File: src/rtl/io_port_pkg.sv
// Shared register offsets and the decoded register type for the io_port GPIO block.
package io_port_pkg;

  localparam logic [2:0] IOP_OUT   = 3'd0;
  localparam logic [2:0] IOP_DIR   = 3'd1;
  localparam logic [2:0] IOP_IN    = 3'd2;
  localparam logic [2:0] IOP_RISE  = 3'd3;
  localparam logic [2:0] IOP_FALL  = 3'd4;
  localparam logic [2:0] IOP_IRQEN = 3'd5;
  localparam logic [2:0] IOP_SET   = 3'd6;
  localparam logic [2:0] IOP_CLR   = 3'd7;

  typedef enum logic [2:0] {
    REG_OUT   = IOP_OUT,
    REG_DIR   = IOP_DIR,
    REG_IN    = IOP_IN,
    REG_RISE  = IOP_RISE,
    REG_FALL  = IOP_FALL,
    REG_IRQEN = IOP_IRQEN,
    REG_SET   = IOP_SET,
    REG_CLR   = IOP_CLR
  } iop_reg_e;

endpackage

File: src/rtl/io_sync_edge.sv
// Two-flop pin synchroniser with a history flop; produces rise/fall pulses once armed.
module io_sync_edge #(
  parameter int WIDTH = 8
) (
  input  logic             i_Clock,
  input  logic             i_Reset,
  input  logic [WIDTH-1:0] i_Pins,
  output logic [WIDTH-1:0] o_Sync,
  output logic [WIDTH-1:0] o_Rise,
  output logic [WIDTH-1:0] o_Fall,
  output logic             o_Armed
);

  logic [WIDTH-1:0] r_s1;
  logic [WIDTH-1:0] r_s2;
  logic [WIDTH-1:0] r_prev;
  logic [1:0]       r_arm;

  always_ff @(posedge i_Clock) begin
    if (i_Reset) begin
      r_s1   <= '0;
      r_s2   <= '0;
      r_prev <= '0;
      r_arm  <= 2'd0;
    end else begin
      r_s1   <= i_Pins;
      r_s2   <= r_s1;
      r_prev <= r_s2;
      if (r_arm != 2'd3) r_arm <= r_arm + 2'd1;
    end
  end

  // Until the pipeline has refilled from reset, s2/prev differences are reset artefacts.
  assign o_Armed = (r_arm == 2'd3);
  assign o_Sync  = r_s2;
  assign o_Rise  = o_Armed ? (r_s2 & ~r_prev) : '0;
  assign o_Fall  = o_Armed ? (~r_s2 & r_prev) : '0;

endmodule

File: src/rtl/io_port.sv
// Memory-mapped GPIO responder: output latch, direction, synchronised input,
// sticky edge flags with write-1-to-clear, and a registered interrupt.
module io_port
  import io_port_pkg::*;
#(
  parameter int DATA_WIDTH = 32,
  parameter int ADDR_WIDTH = 10,
  parameter int PORT_WIDTH = 8
) (
  input  logic                  i_Clock,
  input  logic                  i_Reset,
  input  logic                  i_Select,
  input  logic [ADDR_WIDTH-1:0] i_Addr,
  input  logic                  i_WrEnable,
  input  logic [DATA_WIDTH-1:0] i_WrData,
  output logic [DATA_WIDTH-1:0] o_RdData,
  input  logic [PORT_WIDTH-1:0] i_Pins,
  output logic [PORT_WIDTH-1:0] o_PinsOut,
  output logic [PORT_WIDTH-1:0] o_PinsOe,
  output logic                  o_Irq
);

  logic [PORT_WIDTH-1:0] r_out;
  logic [PORT_WIDTH-1:0] r_dir;
  logic [PORT_WIDTH-1:0] r_rise;
  logic [PORT_WIDTH-1:0] r_fall;
  logic [PORT_WIDTH-1:0] r_irqen;
  logic                  r_irq;

  logic [PORT_WIDTH-1:0] w_sync;
  logic [PORT_WIDTH-1:0] w_rise;
  logic [PORT_WIDTH-1:0] w_fall;
  logic                  w_armed;
  logic                  w_wr;
  iop_reg_e              w_reg;
  logic [PORT_WIDTH-1:0] w_wdata;
  logic [PORT_WIDTH-1:0] w_rise_clr;
  logic [PORT_WIDTH-1:0] w_fall_clr;
  logic [PORT_WIDTH-1:0] w_rd_val;
  logic                  w_unused;

  io_sync_edge #(.WIDTH(PORT_WIDTH)) u_sync_edge (
    .i_Clock (i_Clock),
    .i_Reset (i_Reset),
    .i_Pins  (i_Pins),
    .o_Sync  (w_sync),
    .o_Rise  (w_rise),
    .o_Fall  (w_fall),
    .o_Armed (w_armed)
  );

  assign w_wr       = i_Select & i_WrEnable;
  assign w_reg      = iop_reg_e'(i_Addr[2:0]);
  assign w_wdata    = i_WrData[PORT_WIDTH-1:0];
  assign w_rise_clr = (w_wr && w_reg == REG_RISE) ? w_wdata : '0;
  assign w_fall_clr = (w_wr && w_reg == REG_FALL) ? w_wdata : '0;
  assign w_unused   = ^i_Addr ^ ^i_WrData ^ w_armed;

  always_ff @(posedge i_Clock) begin
    if (i_Reset) begin
      r_out   <= '0;
      r_dir   <= '0;
      r_rise  <= '0;
      r_fall  <= '0;
      r_irqen <= '0;
      r_irq   <= 1'b0;
    end else begin
      if (w_wr) begin
        case (w_reg)
          REG_OUT:   r_out   <= w_wdata;
          REG_DIR:   r_dir   <= w_wdata;
          REG_IRQEN: r_irqen <= w_wdata;
          REG_SET:   r_out   <= r_out | w_wdata;
          REG_CLR:   r_out   <= r_out & ~w_wdata;
          default:   ;
        endcase
      end
      // OR-ing the new edge after the clear makes a coincident edge win over W1C.
      r_rise <= (r_rise & ~w_rise_clr) | w_rise;
      r_fall <= (r_fall & ~w_fall_clr) | w_fall;
      r_irq  <= |((r_rise | r_fall) & r_irqen);
    end
  end

  always_comb begin
    w_rd_val = '0;
    case (w_reg)
      REG_OUT:   w_rd_val = r_out;
      REG_DIR:   w_rd_val = r_dir;
      REG_IN:    w_rd_val = w_sync;
      REG_RISE:  w_rd_val = r_rise;
      REG_FALL:  w_rd_val = r_fall;
      REG_IRQEN: w_rd_val = r_irqen;
      default:   w_rd_val = '0;
    endcase
  end

  always_comb begin
    o_RdData = '0;
    if (i_Select) o_RdData[PORT_WIDTH-1:0] = w_rd_val;
  end

  assign o_PinsOut = r_out;
  assign o_PinsOe  = r_dir;
  assign o_Irq     = r_irq;

endmodule

File: config.mk
export PLATFORM = sky130hd
export DESIGN_NAME = io_port
export DESIGN_NICKNAME = d
export VERILOG_FILES = /design/src/rtl/io_port_pkg.sv /design/src/rtl/io_sync_edge.sv /design/src/rtl/io_port.sv
export SDC_FILE = /design/constraint.sdc
export NUM_CORES = 1
export LEC_CHECK = 0
export ABC_AREA = 0
export CORE_UTILIZATION = 46
export CTS_CLUSTER_SIZE = 20
export DETAILED_ROUTE_END_ITERATION = 10
export PLACE_DENSITY = 0.83
export RECOVER_POWER = 100
export REMOVE_ABC_BUFFERS = 1
export SETUP_SLACK_MARGIN = 0.1
export SYNTH_ARGS = -nofsm -noshare
export SYNTH_HDL_FRONTEND = slang
export SYNTH_SLANG_ARGS = --single-unit
File: constraint.sdc
create_clock -name i_Clock -period 1.55 [get_ports i_Clock]
set_input_delay 0.31 -clock i_Clock [delete_from_list [all_inputs] [get_ports i_Clock]]
set_output_delay 0.31 -clock i_Clock [all_outputs]
set_load 0.03 [all_outputs]
==> impl_results.md, run 1 <==
- Total chip power: 4.076 mW
- Clk_lat worst skew: 350 ps
- Hold Crit Class: primary input to flop
- Clock transition at path regs: 70 ps
- Mux cell area share after synthesis: 0.1055
- Synth Area in Simple Gates: 0.2230
- Port Buffer Count: 47
- Die ar.: 0.007401 mm^2
- Critical Path End Type: primary output
- Routability cong.: 0.8656
- # hold bufs at CTS: 0
- Sink Count: 67
- Ant. Diodes: 0
- Place WS: -973.3 ps
- Final setup viols: 13
- Die Ht: 86.03 um
- Global-route wire length before repair: 13.31 mm
- Largest family of logic cells by synthesized area: simple AND/OR/NAND/NOR gates
- Final Hold Vio Count: 0
- Synth Area in XOR/XNOR: 0.005393
- WS Path Type: flop to primary output
- Max-slew violations: 0
- CTS Buffer Depth: 2
- GR Util met1: 0.2974
- Layout cells sized above 1: 0.2982
- Clock buffer count from CTS: 9
- Gate Count Post-Synth: 344
- Hold wc startpoint: i_Reset
- DPL Wire Length: 5.650 mm
- PnR worst setup slack: -259.6 ps
- Synthesis warning total: 0
- Clk root buf: clkbuf_8
- Placed cell count: 508
- Initial antenna violation count: 0
- Synthesized area: 0.003248 mm^2
- Fin util: 0.6401
- ANT nets after route: 0
- R2R Path Start: u_sync_edge.r_arm[0]$_SDFFE_PP0N_
- Least-Margin Pin Slew: 1126 ps
- GR Layer Usage met2: 0.3694
- Crit path time final: 1810 ps
- Total number of vias: 2991
- CP startpoint kind: flop
- Power per cell area: 937.2 mW/mm^2
- Count of non-filler cells in the finished layout: 542
- Crit-path max FO: 2
- Number of max-cap violations: 0
- Global Route Usage Sum: 0.2358
- Max Freq: 552.6 MHz
- Initial Util: 0.4781
- Nets: 496
- Fin crit share: 1.167
- Status: finished with violations
- Register area share after synthesis: 0.4129
- Drt first pass iters: 5
- Avg Vias per Cell: 5.518
- I/O pin count: 103
- Area Overhead vs Synth: 33.90%
- Final WL: 8.940 mm
- GRT busiest layer: met2
- CTS H-tree depth: 3
- Drt drc: 0
- Post-detailed-route wirelength per cell: 16.49 um
- Fin Clk Skew: 10.60 ps
- M3 GR Usage: 0.06545
- Failing checks: setup timing
- Cell leakage power: 1.699 nW
- CP required: 1240 ps
- Max transition margin: 0.2495
- Maximum VDD drop: 0.5805 mV
- Unrepaired setup endpoints after global routing: yes
- Adder-cell share of the synthesized area: 0.003852
- #FFs+latches synth: 67
- Crit path launch: r_rise[2]$_SDFF_PP0_
- Largest net degree at the start of global routing: 46
- Fill count: 519
- CTS tree: built
- WP data arrival: 1500 ps
- DR iter-0 viols: 298
- Placement Rows: 30
- Core ar.: 0.006794 mm^2
- Syn_area_per_cell: 9.442 um^2
- Post-synthesis compound-gate area fraction: 0.1425
- R2r setup slk: 10 ps
- Chip width: 86.03 um
- Synth unique cells: 43
- Grt ovf: 0
- Vias in the first global route: 2733
## where the power goes
group / internal, mW / total, mW / switching, mW
clock network: 1.00 / 1.70 / 0.694
logic: 0.238 / 0.574 / 0.336
registers: 1.78 / 1.81 / 0.0307
total: 3.02 / 4.08 / 1.06
## flip-flops by register name, indices dropped and copies added, names as in the netlist
register            count
u_sync_edge.o_Sync      8
u_sync_edge.r_prev      8
o_PinsOut               8
o_PinsOe                8
u_sync_edge.r_arm       2
r_fall                  8
o_Irq                   1
r_rise                  8
r_irqen                 8
u_sync_edge.r_s1        8
## synth_stat cells (all sizes together)
| master | count | area, um^2 |
|---|---|---|
| dfxtp | 67 | 1341 |
| buf | 35 | 256.5 |
| nor2b | 30 | 187.7 |
| a21oi | 27 | 135.1 |
| nand2b | 27 | 176.4 |
| o21ai | 23 | 115.1 |
| nand3 | 18 | 90.09 |
| mux2i | 17 | 170.2 |
| nand3b | 16 | 120.1 |
| clkbuf | 12 | 45.04 |
| inv | 11 | 41.29 |
| nand2 | 9 | 36.29 |
| o2bb2ai | 8 | 70.07 |
| a311oi | 6 | 52.55 |
| mux4 | 6 | 138.9 |
| o22ai | 5 | 31.28 |
| mux2 | 3 | 33.78 |
| nor2 | 3 | 11.26 |
| and4 | 2 | 17.52 |
| nor3 | 2 | 26.28 |
| o221ai | 2 | 17.52 |
| xor2 | 2 | 17.52 |
| a221oi | 1 | 8.760 |
| a22oi | 1 | 7.510 |
| and2 | 1 | 6.260 |
| and3 | 1 | 6.260 |
| and4b | 1 | 10.01 |
| conb | 1 | 3.750 |
| ha | 1 | 12.51 |
| nand4b | 1 | 8.760 |
| nor4 | 1 | 21.27 |
| o31ai | 1 | 7.510 |
| o32ai | 1 | 8.760 |
| o41ai | 1 | 8.760 |
| or3 | 1 | 6.260 |
## layout by cell type, fill, tap and decap left out, types with 2 or more instances in the layout
master,Yosys,layout
a311oi_1,6,6
mux4_2,5,6
dfxtp_2,0,19
o221ai_1,2,2
clkbuf_2,0,5
xor2_1,2,2
nor2b_1,30,30
nand2b_1,26,25
clkbuf_4,0,2
inv_2,1,6
o21ai_1,0,4
nand2b_4,1,2
mux2_2,3,2
o22ai_2,0,5
dlygate4sd2_1,0,8
dfxtp_1,67,48
nand3b_1,16,16
bufinv_16,0,2
clkdlybuf4s25_1,0,2
mux2i_1,17,17
conb_1,1,24
clkbuf_8,0,11
clkbuf_1,12,13
inv_1,10,5
buf_6,2,17
buf_4,28,45
o2bb2ai_1,8,8
clkdlybuf4s50_1,0,16
nand3_1,18,18
nand2_1,8,9
inv_6,0,2
o21ai_0,23,19
a21oi_1,27,26
nor2_1,3,2
and4_1,2,2
## path summary, 6_finish.rpt
| kind | depth (start not counted) | to |
|---|---|---|
| hold reg to reg | 1 | u_sync_edge.o_Sync[0]$_SDFF_PP0_ |
| hold / removal | 3 | r_irqen[2]$_SDFFE_PP0P_ |
| setup reg to reg | 5 | r_fall[5]$_SDFF_PP0_ |
| setup / recovery | 4 | o_RdData[2] |
## layer usage
layer  up-vias  wire [um]
met5         -          0
met4         0        405
met3        47        814
met2       175       4160
met1      1408       3560
li1       1361          -
## kinds of logic after synthesis
logic type	count (synthesis)
other cells	1
buf+inv	58
fa+ha+maj	1
mux	26
xor+xnor	2
simple gates	113
flops	67
compound gates	76
## through the flow
stage / hold WS (ps) / instance area (um^2) / TNS, ps
5_1_grt: 387.8 / 4349 / -3280
4_1_cts: 335.0 / 4338 / -1444
3_3_place_gp: 415.5 / 3941 / -21930
6_report: 378.1 / 4349 / -2017
3_5_place_dp: 423.9 / 3941 / -23560
2_1_floorplan: 379.1 / 3033 / -618.7
## final cells by class
type | instances | area (um^2) | area share
Clock inverter | 5 | 82.58 | 0.01899
Tap cell | 96 | 120.1 | 0.02762
Timing Repair Buffer | 110 | 893.4 | 0.2054
Inverter | 11 | 41.29 | 0.009494
Multi-Input combinational cell | 242 | 1695 | 0.3898
Sequential cell | 67 | 1365 | 0.3139
Clock buffer | 11 | 151.4 | 0.03481
## critical path, cell delays in order (launching register included)
cell      delay [ps]
dfxtp_2          330
mux4_2           450
nand2b_1         130
a21oi_2          100
buf_6            150
## what timing repair did
action / 4_1_cts / 5_1_grt
buffers inserted: 11 / 7
pin swaps: 5 / 3
endpoints found under the setup margin: 65 / 20
resized for setup: 93 / 38
Power figures use the tool's default switching activity.
==> run 2: changes to the inputs <==
--- a/config.mk
+++ b/config.mk
@@ -6,6 +6,7 @@
 export NUM_CORES = 1
 export LEC_CHECK = 0
 export ABC_AREA = 0
+export CAP_MARGIN = 20
 export CORE_UTILIZATION = 46
 export CTS_CLUSTER_SIZE = 20
 export DETAILED_ROUTE_END_ITERATION = 10
==> results of run 2 <==
The final DEF is identical to that of run 1; final timing and power are the same.
==> run 3: changes to the inputs <==
--- a/config.mk
+++ b/config.mk
@@ -12,7 +12,6 @@
 export DETAILED_ROUTE_END_ITERATION = 10
 export PLACE_DENSITY = 0.83
 export RECOVER_POWER = 100
-export REMOVE_ABC_BUFFERS = 1
 export SETUP_SLACK_MARGIN = 0.1
 export SYNTH_ARGS = -nofsm -noshare
 export SYNTH_HDL_FRONTEND = slang
==> impl_results.md, run 3 (same netlist as run 1, synthesis figures left out) <==
- Cell leakage power: 1.680 nW (-1.1%)
- Maximum VDD drop: 0.6822 mV (+18%)
- Hold Crit Class: flop to flop
- Die Ht: 86.03 um (unchanged)
- Clk network pwr share: 0.383 (-0.033)
- Post-detailed-route wirelength per cell: 15.85 um (-3.9%)
- WS Path Type: primary input to primary output
- Failing checks: setup timing
- DPL Wire Length: 5.661 mm (+0.18%)
- Placed cell count: 507 (-0.20%)
- Psw: 1.055 mW (-0.51%)
- Clk_lat worst skew: 350 ps (about the same)
- Max Freq: 554.9 MHz (+0.41%)
- Internal: 2.797 mW (-7.2%)
- Final WL: 8.479 mm (-5.2%)
- Commonest non-fill, non-tap cell in the layout: dfxtp_1
- DR iter-0 viols: 159 (-47%)
- Min Hold Slack: 434.2 ps (+56.11 ps)
- Setup TNS: -1623 ps (+394.6 ps)
- Final setup viols: 14 (+1)
- Nets: 489 (-1.4%)
- Largest net degree at the start of global routing: 44 (-4.3%)
- Most frequent cells in the layout: dfxtp_1 (46), buf_4 (37), nor2b_1 (30)
- Final Hold Vio Count: 0 (unchanged)
- Total chip power: 3.852 mW (-5.5%)
- Fin crit share: 1.163 (-0.004738)
- Vias in the first global route: 2827 (+3.4%)
- # hold bufs at CTS: 0 (unchanged)
- Place WS: -936.4 ps (+36.93 ps)
- Ant. Diodes: 0 (unchanged)
- Clock buffer count from CTS: 9 (unchanged)
- Total number of vias: 2862 (-4.3%)
- Seq. cell area: 0.001368 mm^2 (+0.18%)
- Die ar.: 0.007401 mm^2 (unchanged)
- Number of max-cap violations: 0 (unchanged)
- Routability cong.: 0.8441 (-2.5%)
- Power per cell area: 883.7 mW/mm^2 (-5.7%)
- Port Buffer Count: 47 (unchanged)
- Initial antenna violation count: 0 (unchanged)
- CTS tree: built
- Layout cells sized above 1: 0.3052 (+0.007033)
- Unrepaired setup endpoints after global routing: yes
- Critical Path End Type: primary output
- Clock transition at path regs: 70 ps (about the same)
- Count of non-filler cells in the finished layout: 535 (-1.3%)
- Drt first pass iters: 4 (-1)
- WP data arrival: 1490 ps (about the same)
- Avg Vias per Cell: 5.350 (-3.1%)
- Multi-input logic area: 0.001754 mm^2 (+3.5%)
- CTS H-tree depth: 3 (unchanged)
- Area Overhead vs Synth: 34.21%
- CP required: 1240 ps (about the same)
- Fin Clk Skew: 5.748 ps (-4.850 ps)
- Logic pwr share: 0.148 (+0.007)
- Placement Rows: 30 (unchanged)
- Fill count: 557 (+7.3%)
- Clk root buf: clkbuf_8
- Switching Fraction: 0.2740 (+0.01372)
- Global Route Usage Sum: 0.2453 (+0.009455)
- Least-Margin Pin Slew: 807.1 ps (-318.7 ps)
- PnR worst setup slack: -252.3 ps (+7.344 ps)
- Share of power burned in registers: 0.469 (+0.026)
- CP startpoint kind: primary input
- Drt drc: 0 (unchanged)
- Core ar.: 0.006794 mm^2 (unchanged)
- Initial Util: 0.4781 (unchanged)
- CTS Buffer Depth: 2 (unchanged)
- Chip width: 86.03 um (unchanged)
- Grt ovf: 0 (unchanged)
- ANT nets after route: 0 (unchanged)
- Global-route wire length before repair: 13.73 mm (+3.2%)
- Status: finished with violations
- Crit path time final: 1802 ps (-7.344 ps)
- Max transition margin: 0.4620 (+0.2125)
- I/O pin count: 103 (unchanged)
- Max-slew violations: 0 (unchanged)
- Sink Count: 67 (unchanged)
- Crit-path max FO: 6 (+4)
## run 3: cell types whose count changed in the layout (fill, tap and decap cells not counted), sizes merged
cell	delta
bufinv	-1
clkbuf	-3
dlygate4sd2	+3
clkinvlp	+1
clkdlybuf4s25	-2
inv	-2
buf	-6
clkinv	+3
## run 3: worst paths after layout
check / end / from / depth (start not counted) / slack, ps
worst min register to register: u_sync_edge.o_Sync[7]$_SDFF_PP0_ / u_sync_edge.r_s1[7]$_SDFF_PP0_ / 1 / 430
worst max-delay path: o_RdData[5] / i_Addr[1] / 7 / -250
worst min-delay path: u_sync_edge.o_Sync[7]$_SDFF_PP0_ / u_sync_edge.r_s1[7]$_SDFF_PP0_ / 1 / 430
worst max register to register: r_fall[5]$_SDFF_PP0_ / u_sync_edge.r_arm[0]$_SDFFE_PP0N_ / 5 / 30
## run 3: per-layer routing
metal | routed length, um | GRT usage | up-vias
li1 | - | - | 1346
met1 | 3505 | 0.2899 | 1369
met2 | 4209 | 0.4105 | 127
met3 | 539 | 0.07026 | 20
met4 | 225 | 0.1152 | 0
met5 | 0 | 0 | -
## run 3: critical path: stages
cell	delay, ps
buf_4	120
buf_6	130
buf_6	110
mux4_2	500
inv_2	80
o22ai_4	80
buf_6	150
## run 3: layout make-up
cell class | count | share of cell area
Multi-Input combinational cell | 242 | 0.4024
Sequential cell | 67 | 0.3137
Timing Repair Buffer | 103 | 0.2003
Clock buffer | 10 | 0.03157
Tap cell | 96 | 0.02755
Clock inverter | 6 | 0.01493
Inverter | 11 | 0.009472
## run 3: repair_timing
action / 4_1_cts / 5_1_grt
setup buffers: 8 / 4
setup endpoints to repair: 65 / 17
gates cloned: 0 / 0
pin swaps: 1 / 1
gates resized for setup: 96 / 22
## run 3: metrics by stage
| stage | util | cell area, um^2 |
|---|---|---|
| finish | 0.6416 | 4359 |
| global route | 0.6416 | 4359 |
| CTS | 0.6518 | 4428 |
| detailed placement | 0.5991 | 4070 |
| global placement | 0.5991 | 4070 |
| floorplan | - | 3480 |
## run 3: power by group through the flow
stage	logic [mW]	clock network, mW	registers (mW)
final	0.572	1.47	1.81
after global routing	0.606	1.60	1.81
after CTS	0.576	1.49	1.81
after detailed placement	0.544	0	1.84
after global placement	0.531	0	1.84
after floorplan	0.382	0	1.85
